## src/rtl/output_port_arbiter.sv

```systemverilog
// rtl/output_port_arbiter.sv - round-robin, packet-granular allocator for one mesh router output
// Holds a grant for a whole packet and passes the owner's four-phase handshake straight through.
module output_port_arbiter #(
   parameter int NUM_IN     = 5,
   parameter int DATA_WIDTH = 18,
   parameter int CNT_WIDTH  = 16
) (
   input  logic                           clk,
   input  logic                           rst,
   input  logic [NUM_IN-1:0]              req_port,
   output logic [NUM_IN-1:0]              grant_port,
   input  logic [NUM_IN*DATA_WIDTH-1:0]   data_in,
   input  logic [NUM_IN-1:0]              req_in,
   output logic [NUM_IN-1:0]              ack_out,
   output logic [DATA_WIDTH-1:0]          data_out,
   output logic                           req_out,
   input  logic                           ack_in,
   output logic                           busy,
   output logic [CNT_WIDTH-1:0]           pkt_count
);

   localparam int PTR_W = (NUM_IN > 1) ? $clog2(NUM_IN) : 1;

   localparam logic [1:0] IDLE    = 2'd0;
   localparam logic [1:0] GRANT   = 2'd1;
   localparam logic [1:0] RELEASE = 2'd2;

   logic [1:0]       state;
   logic [PTR_W-1:0] ptr;
   logic [PTR_W-1:0] owner;
   logic [PTR_W-1:0] sel_idx;
   logic [PTR_W-1:0] scan_idx;
   logic [PTR_W-1:0] next_ptr;
   logic             sel_found;
   logic             release_ok;
   int               idx;

   // Scan from the far end back towards ptr so the candidate closest to ptr wins.
   always_comb begin
      sel_found = 1'b0;
      sel_idx   = '0;
      scan_idx  = '0;
      idx       = 0;
      for (int k = NUM_IN - 1; k >= 0; k--) begin
         idx = int'(ptr) + k;
         if (idx >= NUM_IN) begin
            idx = idx - NUM_IN;
         end
         scan_idx = PTR_W'(idx);
         if (req_port[scan_idx]) begin
            sel_found = 1'b1;
            sel_idx   = scan_idx;
         end
      end
   end

   assign next_ptr   = (owner == PTR_W'(NUM_IN - 1)) ? '0 : owner + 1'b1;
   // Only release once the owner's packet request and its handshake are both idle.
   assign release_ok = !req_port[owner] && !req_in[owner] && !ack_in;

   always_ff @(posedge clk or negedge rst) begin
      if (!rst) begin
         state      <= IDLE;
         grant_port <= '0;
         owner      <= '0;
         ptr        <= '0;
         pkt_count  <= '0;
      end else begin
         case (state)
            IDLE: begin
               if (sel_found) begin
                  grant_port <= {{(NUM_IN-1){1'b0}}, 1'b1} << sel_idx;
                  owner      <= sel_idx;
                  pkt_count  <= pkt_count + 1'b1;
                  state      <= GRANT;
               end
            end
            GRANT: begin
               if (release_ok) begin
                  grant_port <= '0;
                  ptr        <= next_ptr;
                  state      <= RELEASE;
               end
            end
            RELEASE: begin
               state <= IDLE;
            end
            default: begin
               grant_port <= '0;
               state      <= IDLE;
            end
         endcase
      end
   end

   assign busy = |grant_port;

   always_comb begin
      data_out = '0;
      req_out  = 1'b0;
      ack_out  = '0;
      if (busy) begin
         data_out       = data_in[owner*DATA_WIDTH +: DATA_WIDTH];
         req_out        = req_in[owner];
         ack_out[owner] = ack_in;
      end
   end

endmodule

```

## config.mk

```make
export PLATFORM = sky130hd
export DESIGN_NAME = output_port_arbiter
export DESIGN_NICKNAME = d
export VERILOG_FILES = /design/src/rtl/output_port_arbiter.sv
export SDC_FILE = /design/constraint.sdc
export NUM_CORES = 1
export LEC_CHECK = 0
export CAP_MARGIN = 15
export CORE_MARGIN = 4
export CORE_UTILIZATION = 43
export DETAILED_ROUTE_END_ITERATION = 8
export GPL_TIMING_DRIVEN = 1
export PLACE_DENSITY = 0.83
export RECOVER_POWER = 25
export SKIP_LAST_GASP = 1
export SYNTH_ARGS = -nofsm -noshare
export SYNTH_HDL_FRONTEND = slang
export SYNTH_SLANG_ARGS = --single-unit
```

## constraint.sdc

```tcl
create_clock -name clk -period 4.3 [get_ports clk]
set_input_delay 0.86 -clock clk [delete_from_list [all_inputs] [get_ports clk]]
set_output_delay 0.86 -clock clk [all_outputs]
set_load 0.01 [all_outputs]
```

==> impl_metrics.toml <==
[sta]
fin_skew_ps = 2.36
drv_slew = 30
whs_ps = 480
fin_setup_tns_ps = 0
setup_viol = 0
tightest_slew_ps = 1560
worst_slew_margin_rel_pct = -4.05
finalCritPeriodShare_pct = 88.2
hold_viol_final = 0
fin_crit_ps = 3790
rsz0062_at_grt = "no"
timing.fmax_mhz = 264

[job]
cap_violations = 1

[drt]
routed_wl_um = 11700
via_count = 3553
drc = 0
drtPass1Iterations = 5
drtAntennaViolNets = 0
viasPerCell = 5.89
drt_iter0_markers = 236
wire_per_inst_um = 19.3

[global_route]
grt_pass1_vias = 3476
grt_usage_pct = 25.1
grt_overflow_total = 0
grt_pass1_wl_um = 17700
grt_antenna_before_repair = 0
grt_max_degree = 32

[clock_network]
cts_buffers = 5
clk_path_buf_depth = 2
htree_levels = 2
cts_tree = "done"
cts_sinks = 29
cts_root_buffer = "clkbuf_8"
cts_hold_buffers = 0
cts_setup_buffers = 0
clk_latency_ps = 280
cts_resized = 0
clk_pin_slew_ps = 60

[die]
die_height_um = 94.4
num_rows = 31
die_area_um2 = 8920
die_x_um = 94.4
io_pins = 149
core-area_um2 = 7250
start_util_pct = 44.3

[synth]
synth_warnings = 0
synthArstFlopShare_pct = 100
synth_area_um2 = 3210
ys_seq_area_share_pct = 22.6
dominantRegCellSynth = "dfrtp_1"
synth.distinct_cells = 63
synth-seq-cells = 29
synth-edff-count = 0
synth.avg_cell_area_um2 = 8.75
synth_cells = 367
syn_nets = 483

[critical_path]
r2r_cells = 10
cp-start-kind = "register"
cp.required_ps = 3440
worstSetupEndpointType = "output pin"
crit_arrival_ps = 2930
path_max_fanout = 24
critPathKind = "register to output pin"

[power_and_ir_drop]
p_per_area_nw_per_um2 = 786
power_leakage_uw = 0.00193
power.total_uw = 3810
vdd_drop_max_v = 0.000505
pwr-share-seq_pct = 13.8
switching_share_pct = 49.0
comb_power_share_pct = 80.6
power_switching_uw = 1870
clock_power_share_pct = 5.6
p_int_uw = 1940

[layout]
final_cell_mix = "clkdlybuf4s50_1, nor2_1, dfrtp_1"
antenna_cells = 0
drive_above_1_share_pct = 10.9
ff_latch_area_um2 = 726
area_growth_pct = 50.9
final_common_cell = "clkdlybuf4s50_1"
fill_cells = 603
multiInputGateArea_um2 = 2300
fin_nets = 619
stdcell_count = 603

[run_status]
failed_checks = "capacitance limit, slew limit"
status = "finished, violations left"

[placement]
dp_hpwl_um = 9150
dp.cells = 595
port_buffers = 148
gp_congestion = 0.952

[min_path]
min_path_type = "register to register"
holdPathStages = 1
==> Yosys cell counts (all sizes together) (8+ instances only) <==
master,n,area [µm²]
mux2i,8,80.1
a22oi,20,150
nand2,28,105
xor2,12,105
inv,18,67.6
clkbuf,19,71.3
nor3,11,55.1
mux4,22,495
nand2b,11,68.8
dfrtp,29,726
o21ai,21,105
buf,9,51.3
a21oi,14,70.1
nor2,37,139
ha,12,150
nand3,9,45.0
==> kinds of logic after synthesis <==
family	share of synthesized area, %
AO/OA/AOI/OAI	22.0
XOR/XNOR	4.36
adder cells (fa/ha/maj)	5.30
buffers and inverters	5.92
flip-flops	22.6
multiplexers	18.6
AND/OR/NAND/NOR	21.2
==> metrics by stage <==
stage / area, µm² / util (%) / setup WS (ps)
2_1_floorplan: 3210 / - / 586
3_5_place_dp: 4770 / 65.7 / 435
3_3_place_gp: 4770 / 65.7 / 562
5_1_grt: 4850 / 66.8 / 317
4_1_cts: 4850 / 66.9 / 521
6_report: 4850 / 66.8 / 508
==> state kept, by name, indices dropped and copies added (netlist names) <==
signal,flops
pkt_count,16
grant_port,5
owner,3
ptr,3
state,2
==> cell type report <==
cell class	instances	share of cell area, %
multi-input combinational	292	47.5
timing repair buffer	157	31.9
sequential	29	15.0
tap	99	2.56
clock buffer	6	1.50
inverter	18	1.39
clock inverter	2	0.207
==> final timing paths <==
kind                                    start            end  slack (ps)
worst max-delay path                 owner[2]    data_out[2]         510
max in group asynchronous                 rst       owner[1]        1890
worst min register to register  pkt_count[15]  pkt_count[15]         480
worst min-delay path            pkt_count[15]  pkt_count[15]         480
min in group asynchronous                 rst  pkt_count[10]        1500
worst max register to register         ptr[2]  pkt_count[13]         600
==> critical path, cell delays in order (launching register included) <==
cell and delay (ps):
dfrtp_1 370, inv_1 340, nor3_2 820, buf_4 300
a22oi_1 100, nor2_1 120, clkdlybuf4s50_1 590
==> power groups by stage <==
stage	Combinational, µW	Sequential (µW)	Clock [µW]
detailed placement	3050	520	0
global placement	2980	515	0
floorplan	2000	533	0
global route	3350	541	228
finish	3070	525	213
CTS	3060	520	218
==> metal layers <==
layer	share of wire [%]	global-route usage, %	wire length [µm]
met1	38	30.7	4480
met2	49	42.8	5680
met3	9.5	6.45	1110
met4	3.4	9.03	392
met5	0	0	0
Power figures use the tool's default switching activity.
